File: config.mk
export PLATFORM = sky130hd
export DESIGN_NAME = uart_rx
export DESIGN_NICKNAME = d
export VERILOG_FILES = /design/src/rtl/uart_rx.sv
export SDC_FILE = /design/constraint.sdc
export NUM_CORES = 1
export LEC_CHECK = 0
export ABC_AREA = 1
export CORE_ASPECT_RATIO = 2
export CORE_MARGIN = 2
export CORE_UTILIZATION = 45
export CTS_CLUSTER_SIZE = 28
export DETAILED_ROUTE_END_ITERATION = 6
export PLACE_DENSITY_LB_ADDON = 0.3
export SLEW_MARGIN = 20
export SYNTH_ARGS = -nofsm -noshare
export SYNTH_HDL_FRONTEND = slang
export SYNTH_SLANG_ARGS = --single-unit
File: constraint.sdc
create_clock -name clk -period 1.8 [get_ports clk]
set_clock_uncertainty 0.15 [all_clocks]
set_input_delay 0.45 -clock clk [delete_from_list [all_inputs] [get_ports clk]]
set_output_delay 0.45 -clock clk [all_outputs]
set_load 0.01 [all_outputs]
File: src/rtl/uart_rx.sv
// uart_rx: 8N1 asynchronous serial receiver with OVERSAMPLE-times oversampling and 2-of-3 mid-bit voting.
// Latency: rx_valid about 9.5 bit times after the start edge, plus 2 clk synchroniser and 1 clk output register.
// Backpressure: none; rx_valid / frame_err are single-cycle strobes and must be consumed when they appear.
//
// Ports:
//   clk        system clock
//   rst        synchronous reset, active-high, priority over everything
//   rx         raw serial line, asynchronous, idle high
//   rx_data    last correctly framed byte, held until the next valid byte
//   rx_valid   one-cycle strobe: rx_data updated this cycle
//   frame_err  one-cycle strobe: stop bit sampled low
//   busy       high from start-edge detection until the FSM returns to IDLE
module uart_rx #(
  parameter int CLK_FREQ   = 50_000_000,
  parameter int BAUD       = 115200,
  parameter int OVERSAMPLE = 16,
  parameter int DATA_BITS  = 8
) (
  input  logic                 clk,
  input  logic                 rst,
  input  logic                 rx,
  output logic [DATA_BITS-1:0] rx_data,
  output logic                 rx_valid,
  output logic                 frame_err,
  output logic                 busy
);

  localparam int DIV = CLK_FREQ / (BAUD * OVERSAMPLE);
  localparam int M   = OVERSAMPLE / 2;
  localparam int PW  = (DIV > 1) ? $clog2(DIV) : 1;
  localparam int SW  = $clog2(OVERSAMPLE);
  localparam int BW  = $clog2(DATA_BITS + 1);

  typedef enum logic [2:0] {
    S_IDLE,
    S_START,
    S_DATA,
    S_STOP,
    S_BREAK
  } state_t;

  state_t state, state_n;

  logic                 rx_meta, rx_s, rx_prev;
  logic                 fall;
  logic                 counting;
  logic [PW-1:0]        prescaler;
  logic [SW-1:0]        sample_cnt;
  logic [BW-1:0]        bit_idx;
  logic                 tick, wrap, decide;
  logic                 v0, v1, vote;
  logic [DATA_BITS-1:0] shift_reg;
  logic                 set_valid, set_err, shift_en;

  // Two-flop synchroniser; resets to the idle level so reset never fakes a start edge.
  // rx_prev holds the previous synchronised value for falling-edge detection.
  always_ff @(posedge clk) begin
    if (rst) begin
      rx_meta <= 1'b1;
      rx_s    <= 1'b1;
      rx_prev <= 1'b1;
    end else begin
      rx_meta <= rx;
      rx_s    <= rx_meta;
      rx_prev <= rx_s;
    end
  end

  assign fall = rx_prev & ~rx_s;

  // Counters only run while a frame is being sampled; holding them at zero
  // otherwise phase-aligns the first tick to the detected start edge.
  assign counting = (state == S_START) || (state == S_DATA) || (state == S_STOP);
  assign tick     = counting && (prescaler == PW'(DIV - 1));
  assign wrap     = tick && (sample_cnt == SW'(OVERSAMPLE - 1));
  assign decide   = tick && (sample_cnt == SW'(M + 1));

  always_ff @(posedge clk) begin
    if (rst || !counting) begin
      prescaler <= '0;
    end else if (tick) begin
      prescaler <= '0;
    end else begin
      prescaler <= prescaler + PW'(1);
    end
  end

  always_ff @(posedge clk) begin
    if (rst || !counting) begin
      sample_cnt <= '0;
    end else if (wrap) begin
      sample_cnt <= '0;
    end else if (tick) begin
      sample_cnt <= sample_cnt + SW'(1);
    end
  end

  // First two votes are captured at the ticks ending samples M-1 and M; the
  // third is rx_s itself at the tick ending sample M+1, where the decision is made.
  always_ff @(posedge clk) begin
    if (rst) begin
      v0 <= 1'b0;
      v1 <= 1'b0;
    end else begin
      if (tick && (sample_cnt == SW'(M - 1))) v0 <= rx_s;
      if (tick && (sample_cnt == SW'(M)))     v1 <= rx_s;
    end
  end

  assign vote = (v0 & v1) | (v0 & rx_s) | (v1 & rx_s);

  always_ff @(posedge clk) begin
    if (rst) begin
      state <= S_IDLE;
    end else begin
      state <= state_n;
    end
  end

  always_comb begin
    state_n   = state;
    set_valid = 1'b0;
    set_err   = 1'b0;
    shift_en  = 1'b0;
    case (state)
      S_IDLE: begin
        if (fall) state_n = S_START;
      end
      S_START: begin
        // A start bit that votes high was a glitch: drop it silently.
        if (decide && vote) begin
          state_n = S_IDLE;
        end else if (wrap) begin
          state_n = S_DATA;
        end
      end
      S_DATA: begin
        shift_en = decide;
        if (wrap && (bit_idx == BW'(DATA_BITS - 1))) state_n = S_STOP;
      end
      S_STOP: begin
        // Leave at the mid-bit decision so a start edge right at the end of
        // the stop bit is still caught by the IDLE edge detector.
        if (decide) begin
          if (vote) begin
            set_valid = 1'b1;
            state_n   = S_IDLE;
          end else begin
            set_err   = 1'b1;
            state_n   = S_BREAK;
          end
        end
      end
      S_BREAK: begin
        // Wait out a held-low line so a break reports only one error.
        if (rx_s) state_n = S_IDLE;
      end
      default: state_n = S_IDLE;
    endcase
  end

  always_ff @(posedge clk) begin
    if (rst || (state != S_DATA)) begin
      bit_idx <= '0;
    end else if (wrap) begin
      if (bit_idx == BW'(DATA_BITS - 1)) begin
        bit_idx <= '0;
      end else begin
        bit_idx <= bit_idx + BW'(1);
      end
    end
  end

  always_ff @(posedge clk) begin
    if (rst) begin
      shift_reg <= '0;
    end else if (shift_en) begin
      for (int i = 0; i < DATA_BITS; i++) begin
        if (bit_idx == BW'(i)) shift_reg[i] <= vote;
      end
    end
  end

  always_ff @(posedge clk) begin
    if (rst) begin
      rx_data   <= '0;
      rx_valid  <= 1'b0;
      frame_err <= 1'b0;
    end else begin
      rx_valid  <= set_valid;
      frame_err <= set_err;
      if (set_valid) rx_data <= shift_reg;
    end
  end

  assign busy = (state != S_IDLE);

endmodule
==> metrics.md, run 1 <==
| Metric | Value |
|---|---|
| Status | completed |
| Ys async rst share | 0 |
| Tot GR Track Use | 0.177 |
| Share of the synthesized area in the top cell type | 0.425 |
| Initial core utilization | 0.473 |
| Average instance area after synthesis | about 7.7 um2 |
| Largest net degree at the start of global routing | 17 |
| RR Startpoint | sample_cnt[3]$_SDFFE_PP0P_ |
| Worst IR Drop VDD | about 0.75 mV |
| EDFF count, synth | 0 |
| Worst slack at placement | -0.00495 ns |
| Most common cell after layout, fill and taps aside | nand2_1 |
| Post-synth cell types | 30 |
| Crit path capture type | output pin |
| Iteration-0 DRC Markers | 27 |
| Setup CP Type | flip-flop to output pin |
| Sequential share of power | 0.440 |
| Top_reg_cell synth | dfxtp_1 |
| Area leader, netlist | dfxtp_1 |
| Root buf cell | clkbuf_8 |
| Switching pwr | 0.707 mW |
| Highest net fanout along the worst path | 2 |
| Setup WS post-layout | about 0.045 ns |
| Die Y | roughly 94 um |
| # DRC | 0 |
| Final GP Congestion | around 0.81 |
| RSZ-0062 raised after global routing | true |
| Pre-antenna DRT Iters | 4 |
| Core Rows | 32 |
| Clock power share | 0.263 |
| CTS max path bufs | 2 |
| Cells after synthesis | about 240 |
| Combinational share of power | 0.298 |
| Placed cell area | 2110 um2 |
| Top Family by Delay on Critical Path | buffers and inverters |
| Routed via count | 1,593 |
| CP Launch Type | flip-flop |
| Clk_lat worst skew | 0.29 ns |
| Initial antenna violation count | 0 |
| PortBufs | 13 |
| Final HPWL DP | around 2.9 mm |
| Routed WL | between 3 and 4 mm |
| Max-slew headroom | 0.704 |
| CP max-delay cell | clkdlybuf4s50_1 |
| First-pass GRT wire length | 6.18 mm |
| # IOs | 14 |
| Hold path startpoint | rx_meta$_SDFF_PP1_ |
| Syn. warnings | 0 |
| CP arrival | roughly 1.2 ns |
| Sw Ratio | 0.328 |
| CP endpoint | rx_data[0] |
| WL/cell | between 10 and 15 um |
| Share of layout cells above drive strength 1 | 0.233 |
| Area Growth Syn to Fin | 27.2% |
| Reg2Reg Depth | 7 |
| Crit path buffers/inverters | 1 |
| Commonest non-fill, non-tap cells in the layout | nand2_1 (38), dfxtp_1 (33), inv_1 (28) |
| Vias in the first global route | 1,500 |
| Vias per inst | between 4 and 5 |
| Largest cells by area after synthesis | dfxtp_1 (42%), nand2_1 (8.0%), inv_1 (6.3%) |
| Worst Path Required | ~1.2 ns |
| H-tree depth | 2 |
| Yosys reg bits | 39 |
| Hold Buf Count CTS | 0 |
| Clk sinks | 39 |
| Netlist Area Pre-Place | ~1800 um2 |
| Leakage power | 0.894 nW |
| Antenna diodes | 0 |
| Critical Path Source | rx_data[0]$_SDFFE_PP0P_ |
| Core area | a little under 4000 um2 |
| Layout net count | 281 |
| Total grt overflow | 0 |
| Crit path cell chain | clkdlybuf4s50_1 |
| Fmax | about 570 MHz |
| Fin. Hold Viols | 0 |
| Post-route ant nets | 0 |
| Mapped Nets | between 200 and 300 |
| RR Endpoint | shift_reg[3]$_SDFFE_PP0P_ |
| Slowest stage delay, CP | 0.53 ns |
| Hold crit path type | flip-flop to flip-flop |
| Register-to-Register Setup Slack | ~0.045 ns |
| Setup violations, final | 0 |
| Pint | approximately 1.5 mW |
| Worst-Margin Slew | 0.442 ns |
| Pins Over Slew Limit | 0 |
| Clock transition at the registers of the reported paths | roughly 0.080 ns |
| Fin crit period | around 1.8 ns |
| Die Area | 4640 um2 |
| Max Cap Viol | 0 |
| Die X | 49.2 um |
| Final Instance Area | about 2300 um2 |
| Crit. path cell count | 1 |
| Pwr Density | between 900 and 1000 nW/um2 |
| Seq/Total Area, Yosys | 0.425 |
| Fin util | 0.602 |
| Fin Hold WS | 0.271 ns |
| Final period util | 0.975 |
| CTS tree | built |
| Num CTS Buffers | 5 |
==> through the flow <==
step / power, mW / instances / setup TNS (ns)
6_report: 2.16 / 321 / 0
5_1_grt: 2.28 / 321 / -0.199
4_1_cts: 2.08 / 317 / 0
3_5_place_dp: 1.53 / 309 / -0.00849
3_3_place_gp: 1.52 / 309 / 0
2_1_floorplan: 1.33 / 238 / 0
==> per-layer routing <==
metal | track usage | routed length (um) | up-vias
met5 | 0 | 0 | -
met4 | 0.150 | 163 | 0
met3 | 0.0285 | 80 | 15
met2 | 0.357 | 2300 | 27
met1 | 0.138 | 1340 | 720
li1 | - | - | 831
==> Yosys cell counts, types with 2 or more instances <==
| cell type | count |
|---|---|
| inv_1 | 31 |
| or2_2 | 3 |
| nor2_2 | 2 |
| ha_1 | 9 |
| nand2_1 | 39 |
| xor2_1 | 2 |
| o21ai_0 | 13 |
| nand3_1 | 22 |
| nor3_1 | 4 |
| dfxtp_1 | 39 |
| a31oi_1 | 2 |
| a21oi_1 | 22 |
| buf_2 | 2 |
| nand4_1 | 3 |
| nor2_4 | 4 |
| nand3_4 | 2 |
| nor2_1 | 26 |
==> power by group through the flow <==
stage	logic [mW]	registers [mW]	clock network [mW]
6_report	0.643	0.949	0.567
5_1_grt	0.713	0.954	0.612
4_1_cts	0.568	0.935	0.580
3_5_place_dp	0.575	0.951	0
3_3_place_gp	0.573	0.949	0
2_1_floorplan	0.362	0.968	0
==> logic make-up (layout without fill, tap and decap cells) <==
group                      count (synthesis)  after routing  synth area share
buffers and inverters                     36             68            0.0756
AOI/OAI and AO/OA                         40             40             0.122
adders and majority gates                  9              9            0.0613
DFF                                       39             39             0.425
xor gates and xnor gates                   3              3            0.0143
and+or+nand+nor                          111            111             0.302
==> repair_timing <==
item	4_1_cts	5_1_grt
endpoints found under the setup margin	1	21
pin swaps	0	8
gates resized for setup	3	37
setup buffers	0	4
==> worst min-delay path by stage <==
| stage | end | cells after the start |
|---|---|---|
| after floorplan | rx_s$_SDFF_PP1_ | 1 |
| after global placement | rx_s$_SDFF_PP1_ | 1 |
| after detailed placement | rx_s$_SDFF_PP1_ | 1 |
| after CTS | rx_s$_SDFF_PP1_ | 1 |
| after global routing | rx_s$_SDFF_PP1_ | 1 |
| final | rx_s$_SDFF_PP1_ | 1 |
==> area by class of cell <==
class                           count  area, um2
Sequential cell                    39        796
Timing Repair Buffer               28        260
Multi-Input combinational cell    163       1020
Clock inverter                      1       5.00
Fill cell                         388       1550
Tap cell                           51       63.8
Clock buffer                        7       76.3
Inverter                           32        120
Power figures use the tool's default switching activity.
==> run 2, diff against run 1 <==
--- a/config.mk
+++ b/config.mk
@@ -11,7 +11,7 @@
 export CORE_UTILIZATION = 45
 export CTS_CLUSTER_SIZE = 28
 export DETAILED_ROUTE_END_ITERATION = 6
-export PLACE_DENSITY_LB_ADDON = 0.3
+export PLACE_DENSITY = 0.6
 export SLEW_MARGIN = 20
 export SYNTH_ARGS = -nofsm -noshare
 export SYNTH_HDL_FRONTEND = slang
==> metrics.md, run 2 (same netlist as run 1, synthesis figures left out) <==
| Metric | Value |
|---|---|
| # IOs | 14 (unchanged) |
| Tot GR Track Use | 0.196 (+0.0185) |
| Sw Ratio | 0.324 (-0.00313) |
| Antenna diodes | 0 (unchanged) |
| Non-filler cells, final | 318 (-0.93%) |
| Fmax | 565 MHz (-0.87%) |
| Area Growth Syn to Fin | 24.2% |
| Slowest stage delay, CP | 0.54 ns (about the same) |
| RSZ-0062 raised after global routing | true |
| Post-route ant nets | 0 (unchanged) |
| Setup violations, final | 0 (unchanged) |
| Placed insts | 311 (+0.65%) |
| Max Cap Viol | 0 (unchanged) |
| Die X | 49.2 um (unchanged) |
| Crit path cell chain | clkdlybuf4s50_1 |
| CTS tree | built |
| Final GP Congestion | 0.812 (about the same) |
| Hold crit path type | flip-flop to flip-flop |
| Total grt overflow | 0 (unchanged) |
| Clock power share | 0.277 (+0.014) |
| Top Family by Delay on Critical Path | buffers and inverters |
| CP Launch Type | flip-flop |
| Worst Path Required | 1.20 ns (about the same) |
| Fin. Hold Viols | 0 (unchanged) |
| Setup TNS | 0 ns (unchanged) |
| Clock transition at the registers of the reported paths | 0.07 ns (about the same) |
| Worst slack at placement | -0.0715 ns (-0.0665 ns) |
| Combinational share of power | 0.285 (-0.013) |
| Final HPWL DP | 2.99 mm (+3.9%) |
| CP arrival | 1.17 ns (+0.02 ns) |
| CTS max path bufs | 2 (unchanged) |
| Pint | 1.45 mW (about the same) |
| First-pass GRT wire length | 6.95 mm (+12%) |
| Final period util | 0.983 (+0.00855) |
| CP max-delay cell | clkdlybuf4s50_1 |
| Root buf cell | clkbuf_8 |
| Die Area | 4640 um2 (unchanged) |
| Crit path buffers/inverters | 1 (unchanged) |
| Layout net count | 279 (-0.71%) |
| Commonest non-fill, non-tap cells in the layout | nand2_1 (37), dfxtp_1 (33), inv_1 (29) |
| Sequential share of power | 0.438 (-0.002) |
| Highest net fanout along the worst path | 2 (unchanged) |
| Most common cell after layout, fill and taps aside | nand2_1 |
| Pre-antenna DRT Iters | 4 (unchanged) |
| Initial antenna violation count | 0 (unchanged) |
| H-tree depth | 2 (unchanged) |
| Fin crit period | 1.77 ns (+0.0154 ns) |
| Routed WL | 3.88 mm (-0.28%) |
| Core Rows | 32 (unchanged) |
| Iteration-0 DRC Markers | 37 (+37%) |
| Vias per inst | 5.00 (+0.69%) |
| Core area | 3880 um2 (unchanged) |
| Vias in the first global route | 1,669 (+11%) |
| Routed via count | 1,589 (-0.25%) |
| Worst-Margin Slew | 0.456 ns (+0.0145 ns) |
| Total power | 2.15 mW (-0.38%) |
| Worst IR Drop VDD | 0.703 mV (-6.5%) |
| Switching pwr | 0.698 mW (-1.3%) |
| Share of layout cells above drive strength 1 | 0.206 (-0.0273) |
| Status | completed |
| Num CTS Buffers | 5 (unchanged) |
| Max-slew headroom | 0.695 (-0.00837) |
| # DRC | 0 (unchanged) |
| Largest net degree at the start of global routing | 14 (-3) |
| WL/cell | 12.2 um (+0.66%) |
| Die Y | 94.4 um (unchanged) |
| Clk sinks | 39 (unchanged) |
| Setup CP Type | flip-flop to output pin |
| Pwr Density | 942 nW/um2 (+2.0%) |
| Leakage power | 0.889 nW (-0.59%) |
| Clk_lat worst skew | 0.29 ns (about the same) |
| Hold Buf Count CTS | 0 (unchanged) |
| Initial core utilization | 0.473 (unchanged) |
| Setup WS post-layout | 0.0299 ns (-0.0154 ns) |
| PortBufs | 13 (unchanged) |
| Pins Over Slew Limit | 0 (unchanged) |
| Crit path capture type | output pin |
## run 2: cell count changes in the layout (fill, tap and decap cells not counted), moves of 2 or more
cell / delta
clkbuf_1: -2
inv_2: -2
nand2_2: +2
nand3_1: +7
nand3_2: -8
o21ai_0: -2
o21ai_2: +2
## run 2: final timing paths
path | endpoint | cells after the start | slack [ns] | start
max | rx_data[0] | 1 | 0.03 | rx_data[0]$_SDFFE_PP0P_
min reg2reg | rx_s$_SDFF_PP1_ | 1 | 0.26 | rx_meta$_SDFF_PP1_
min | rx_s$_SDFF_PP1_ | 1 | 0.26 | rx_meta$_SDFF_PP1_
max reg2reg | shift_reg[6]$_SDFFE_PP0P_ | 9 | 0.04 | prescaler[0]$_SDFF_PP0_
## run 2: repair_timing
action | CTS | global route
resized for setup | 2 | 33
buffers inserted | 0 | 0
pin swaps | 0 | 6
endpoints found under the setup margin | 1 | 25
## run 2: stage by stage
stage,utilization,hold WS [ns],instance area [um2]
detailed placement,0.543,0.247,2110
CTS,0.566,0.266,2200
global placement,0.543,0.242,2110
global route,0.588,0.275,2280
floorplan,-,0.239,1840
finish,0.588,0.263,2280
## run 2: cell type report
class                   count  area [um2]
fillers                   398        1600
multi-input cells         163         980
flip-flops and latches     39         793
repair buffers             26         235
inverters                  32         123
clock buffers               6        82.6
well taps                  51        63.8
clock inverters             1        5.00
## run 2: routing by layer
| metal | global-route usage | part of all wire | vias to the layer above |
|---|---|---|---|
| met5 | 0 | 0 | - |
| met4 | 0.133 | 0.040 | 0 |
| met3 | 0.0396 | 0.024 | 14 |
| met2 | 0.394 | 0.61 | 25 |
| met1 | 0.161 | 0.33 | 728 |
| li1 | - | - | 822 |
## run 2: power groups by stage
stage               registers, mW  clock network (mW)  logic [mW]
floorplan                   0.968                   0       0.362
global placement            0.953                   0       0.564
detailed placement          0.956                   0       0.566
CTS                         0.937               0.617       0.556
global route                0.949               0.641       0.703
finish                      0.942               0.595       0.613
